--- src/rtl/bin2bcd_pkg.sv ---
// Shared types and constants for the sequential binary-to-BCD converter.
// Leading-zero blanking is enabled by defining BIN2BCD_BLANK_EN.
package bin2bcd_pkg;

  typedef enum logic [1:0] {
    IDLE  = 2'd0,
    SHIFT = 2'd1,
    DONE  = 2'd2
  } state_e;

  localparam logic [3:0] BCD_BLANK = 4'hF;

  // Decimal digits of 2^bin_w - 1, i.e. floor(bin_w * log10(2)) + 1.
  // 2^bin_w is never a power of ten, so the floor is exact.
  function automatic int digits_needed(input int bin_w);
    longint scaled;
    scaled = longint'(bin_w) * 64'sd301029995;
    return int'(scaled / 64'sd1000000000) + 1;
  endfunction

endpackage

--- src/rtl/bin2bcd_seq_adj.sv ---
// Double-dabble correction cell: a digit of 5 or more gets +3 before the shift.
module bcd_digit_adj (
  input  logic [3:0] digit_i,
  output logic [3:0] digit_o
);

  // Largest corrected value is 9 + 3 = 12, so 4 bits never overflow.
  assign digit_o = (digit_i >= 4'd5) ? digit_i + 4'd3 : digit_i;

endmodule

--- src/rtl/bin2bcd_seq.sv ---
// Sequential binary-to-BCD converter, one double-dabble shift per clock.
// Define BIN2BCD_BLANK_EN to show leading zero digits as BCD_BLANK (4'hF).
module bin2bcd_seq
  import bin2bcd_pkg::*;
#(
  parameter int BIN_W  = 8,
  parameter int DIGITS = 3
) (
  input  logic                  clk,
  input  logic                  rst_n,
  input  logic                  start,
  input  logic [BIN_W-1:0]      bin,
  output logic                  ready,
  output logic                  done,
  output logic [4*DIGITS-1:0]   bcd,
  output logic [1:0]            dbg_state_o
);

  // Handshake: start is taken at a rising edge only when ready=1 in that
  // cycle; bin is sampled at that same edge. done is high for exactly one
  // cycle, and bcd is valid from that cycle until the next done.

  localparam int CNT_W = (BIN_W > 1) ? $clog2(BIN_W) : 1;

  if (BIN_W < 1) begin : g_bad_width
    $error("bin2bcd_seq: BIN_W must be at least 1");
  end
  if (DIGITS < digits_needed(BIN_W)) begin : g_bad_digits
    $error("bin2bcd_seq: DIGITS too small to hold 2^BIN_W-1");
  end

  state_e              state_q, state_d;
  logic [BIN_W-1:0]    shreg_q, shreg_d;
  logic [4*DIGITS-1:0] dig_q, dig_d;
  logic [CNT_W-1:0]    cnt_q, cnt_d;
  logic [4*DIGITS-1:0] bcd_q, bcd_d;

  logic [4*DIGITS-1:0] dig_adj;
  logic [4*DIGITS-1:0] dig_next;
  logic [BIN_W-1:0]    shreg_next;
  logic [4*DIGITS-1:0] bcd_fmt;

  for (genvar g = 0; g < DIGITS; g++) begin : g_adj
    bcd_digit_adj u_adj (
      .digit_i (dig_q[4*g +: 4]),
      .digit_o (dig_adj[4*g +: 4])
    );
  end

  // {digits, shreg} << 1 after correction; shreg MSB feeds digit 0 LSB.
  assign dig_next   = {dig_adj[4*DIGITS-2:0], shreg_q[BIN_W-1]};
  assign shreg_next = shreg_q << 1;

`ifdef BIN2BCD_BLANK_EN
  always_comb begin
    logic lead;
    bcd_fmt = dig_next;
    lead    = 1'b1;
    for (int i = DIGITS - 1; i >= 1; i--) begin
      if (lead && (dig_next[4*i +: 4] == 4'd0)) begin
        bcd_fmt[4*i +: 4] = BCD_BLANK;
      end else begin
        lead = 1'b0;
      end
    end
  end
`else
  assign bcd_fmt = dig_next;
`endif

  always_comb begin
    state_d = state_q;
    shreg_d = shreg_q;
    dig_d   = dig_q;
    cnt_d   = cnt_q;
    bcd_d   = bcd_q;
    case (state_q)
      IDLE, DONE: begin
        if (start) begin
          shreg_d = bin;
          dig_d   = '0;
          cnt_d   = CNT_W'(BIN_W - 1);
          state_d = SHIFT;
        end else begin
          state_d = IDLE;
        end
      end
      SHIFT: begin
        shreg_d = shreg_next;
        dig_d   = dig_next;
        if (cnt_q == '0) begin
          state_d = DONE;
          bcd_d   = bcd_fmt;
        end else begin
          cnt_d = cnt_q - CNT_W'(1);
        end
      end
      default: state_d = IDLE;
    endcase
  end

  always_ff @(posedge clk) begin
    if (!rst_n) begin
      state_q <= IDLE;
      shreg_q <= '0;
      dig_q   <= '0;
      cnt_q   <= '0;
      bcd_q   <= '0;
    end else begin
      state_q <= state_d;
      shreg_q <= shreg_d;
      dig_q   <= dig_d;
      cnt_q   <= cnt_d;
      bcd_q   <= bcd_d;
    end
  end

  assign ready       = (state_q != SHIFT);
  assign done        = (state_q == DONE);
  assign bcd         = bcd_q;
  assign dbg_state_o = state_q;

endmodule

--- config.mk ---
export PLATFORM = sky130hd
export DESIGN_NAME = bin2bcd_seq
export DESIGN_NICKNAME = d
export VERILOG_FILES = /design/src/rtl/bin2bcd_pkg.sv /design/src/rtl/bin2bcd_seq_adj.sv /design/src/rtl/bin2bcd_seq.sv
export SDC_FILE = /design/constraint.sdc
export NUM_CORES = 1
export LEC_CHECK = 0
export CAP_MARGIN = 5
export CORE_MARGIN = 3
export CORE_UTILIZATION = 47
export DETAILED_ROUTE_END_ITERATION = 7
export HOLD_SLACK_MARGIN = 0.08
export PLACE_DENSITY = 0.75
export SLEW_MARGIN = 5
export SYNTH_ARGS = -nofsm -noshare
export SYNTH_HDL_FRONTEND = slang
export SYNTH_SLANG_ARGS = --single-unit
--- constraint.sdc ---
create_clock -name clk -period 1.4 [get_ports clk]
set_input_delay 0.28 -clock clk [delete_from_list [all_inputs] [get_ports clk]]
set_output_delay 0.28 -clock clk [all_outputs]
set_load 0.02 [all_outputs]
==> impl_metrics.toml <==
[power_and_ir_drop]
peakVddDrop_uv = 912.1
switching_power_uw = 618.2
p_int_uw = 1613
power.leakage_uw = 0.001004
power_density_nw_per_um2 = 897.9
pwr-share-clk_pct = 28.9
p_total_uw = 2231
seq_power_share_pct = 51.1
comb_power_share_pct = 20.0
switching_share_pct = 27.71

[clocking]
path_clk_slew_ps = 120
cts.path.max_buffers = 2
postCtsHoldBufs = 0
htreeDepth = 2
clock_sinks = 37
cts_tree = "yes"
clock_latency_ps = 350
clock-root-buffer = "clkbuf_4"
cts_buffers = 5

[timing]
tightest_slew_ps = 334.7
relSlewSlack_pct = 77.63
hold_viol = 0
setup_viol = 2
min_period_over_period_pct = 101.0
max_freq_ghz = 0.7073
finClkSkew_ps = 13.27
rsz0062_at_grt = "true"
period_needed_ps = 1414
setup_ws_ps = -13.85
fin_setup_tns_ps = -16.15
drv_slew = 0

[placement]
dp_hpwl_um = 2908
port_buffers = 26
gp_congestion = 0.8844

[synthesis]
synth_commonest_cells = "dfxtp_1 (37), a21oi_1 (17), nor2_1 (15), o22ai_1 (14), nand3_1 (11)"
ys_top_cells_by_area = "dfxtp_1 (44%), ha_1 (5.9%), o22ai_1 (5.2%)"
yosysWarnings = 0
yosys_most_used_dff = "dfxtp_1"
syn_nets = 205
netlist_area_um2 = 1700
synth_cells = 186
synth_largest_area_cell = "dfxtp_1"
avgSynthCellArea_um2 = 9.142
synth_most_common_cell = "dfxtp_1"
synth_edf_count = 0
synth_top_area_share_pct = 43.56
synth_seq_area_share_pct = 43.56
synth_cell_types = 28
async_flop_share_pct = 0
ys_ff_latch = 37

[routing]
wl_per_cell_um = 15.72
routed_wl_um = 4480
first_iter_violations = 50
drc = 0
routed-wl-met2_um = 2446
top_layer_used = "met4"
vias = 1545
drt_pass1_iterations = 4
viasPerCell = 5.421
ant_nets = 0
wl_met1_um = 1782
wl_met3_um = 193

[floorplan]
die_y_um = 66.15
die_w_um = 66.15
start_util_pct = 49.78
fp.coreArea_um2 = 3416
rows = 21
ios = 27
design.die.area_um2 = 4376

[layout]
layout-drive-gt1-share_pct = 33.89
antenna_cells = 0
syn_to_final_growth_pct = 46.14
final_nets = 257

[critical_path]
reg2regPathDepth = 6
r2r_end = "dig_q[2]"
crit_path_end = "dig_q[2]"
r2r_setup_slack_ps = -10
crit_fanout = 3
reg2reg_from = "dig_q[1]"
arrival_ps = 1700
worstSetupStartpoint = "dig_q[1]"
start_kind = "flop"
path_class = "reg -> reg"
cp.required_ps = 1690
end_kind = "flop"

[grt]
track_usage_pct = 21.01
antenna_found_initial = 0
grt_pass1_vias = 1538
grt-ovfl-total = 0
grt_pass1_wl_um = 6872
grt_max_degree = 21

[run_status]
outcome = "finished, violations left"
violations = "negative setup slack"

[worst_hold_path]
hp-class = "reg -> reg"
holdCritStartpoint = "cnt_q[0]"

[flow_run]
maxCapViolations = 0
[per-layer routing]
| metal | vias up | GRT usage (%) |
|---|---|---|
| met3 | 5 | 5.612 |
| li1 | 766 | - |
| met1 | 737 | 22.60 |
| met2 | 37 | 39.16 |
| met5 | - | 0 |
| met4 | 0 | 6.853 |
[registers in the layout, indices dropped and copies added, names as in the netlist]
| signal | flops |
|---|---|
| bcd | 12 |
| cnt_q | 3 |
| dbg_state_o | 2 |
| dig_q | 12 |
| shreg_q | 8 |
[power groups by stage]
stage          combinational [µW]  sequential, µW  clock (µW)
2_1_floorplan                 229            1170           0
3_3_place_gp                  391            1160           0
3_5_place_dp                  407            1160           0
4_1_cts                       400            1140         654
5_1_grt                       483            1150         688
6_report                      447            1140         644
[placed cells by master, fill, tap and decap left out, types with 4 or more instances in the layout]
cell,synthesis,final
dfxtp_1,37,28
buf_4,3,22
nor2_1,15,15
a21oi_1,17,14
dlygate4sd2_1,0,14
nand3_1,11,11
clkdlybuf4s50_1,0,10
o22ai_1,14,9
a211oi_1,9,9
mux2i_1,8,8
dfxtp_2,0,8
nand2_1,7,7
o21ai_0,10,6
inv_2,1,5
nor3b_1,5,5
o22ai_2,0,5
nor3_1,5,5
clkbuf_4,0,5
inv_1,10,4
a21oi_4,1,4
o21ai_1,0,4
ha_4,0,4
buf_6,4,4
[worst min path at each step]
stage,end,slack (ps),cells after the start
final,cnt_q[0],440,1
after global routing,cnt_q[0],470,1
after CTS,bcd[5],480,2
after detailed placement,cnt_q[0],460,1
after global placement,cnt_q[0],450,1
after floorplan,cnt_q[0],440,1
[layout make-up]
class	instances	area, µm²
clock buffer	7	65.06
clock inverter	1	5.005
fill	268	930.9
inverter	12	50.05
multi-input combinational	127	1030
sequential	37	754.5
tap	46	57.56
timing repair buffer	55	523.0
[worst max-delay path: stages (launching register included)]
cell and delay [ps]:
dfxtp_2 370, inv_4 50, ha_4 140, nand2b_4 140, a21oi_4 150, mux2_4 340, o22ai_2 150
[per-stage QoR]
| step | hold slack [ps] | cells | utilization [%] | area (µm²) | setup WS [ps] |
|---|---|---|---|---|---|
| floorplan | 440.7 | 186 | - | 1719 | -8.779 |
| global placement | 450.0 | 272 | 63.70 | 2176 | -78.13 |
| detailed placement | 460.1 | 272 | 63.70 | 2176 | -156.9 |
| CTS | 477.1 | 281 | 68.46 | 2338 | -32.93 |
| global route | 472.8 | 285 | 72.75 | 2485 | -60.04 |
| finish | 445.0 | 285 | 72.75 | 2485 | -13.85 |
[what timing repair did]
action | in CTS | in global routing
setup buffers | 1 | 4
endpoints found under the setup margin | 28 | 23
gates cloned | 0 | 1
pin swaps | 8 | 6
resized for setup | 50 | 26
[cells by family (layout without fill, tap and decap cells)]
| group | after synthesis | in the layout | share of synthesized area, % |
|---|---|---|---|
| compound gates | 54 | 54 | 19.43 |
| xor+xnor | 3 | 3 | 1.546 |
| fa+ha+maj | 8 | 8 | 5.887 |
| buf+inv | 22 | 75 | 7.284 |
| flops | 37 | 37 | 43.56 |
| mux | 11 | 11 | 6.696 |
| simple gates | 51 | 51 | 15.60 |
Power figures use the tool's default switching activity.
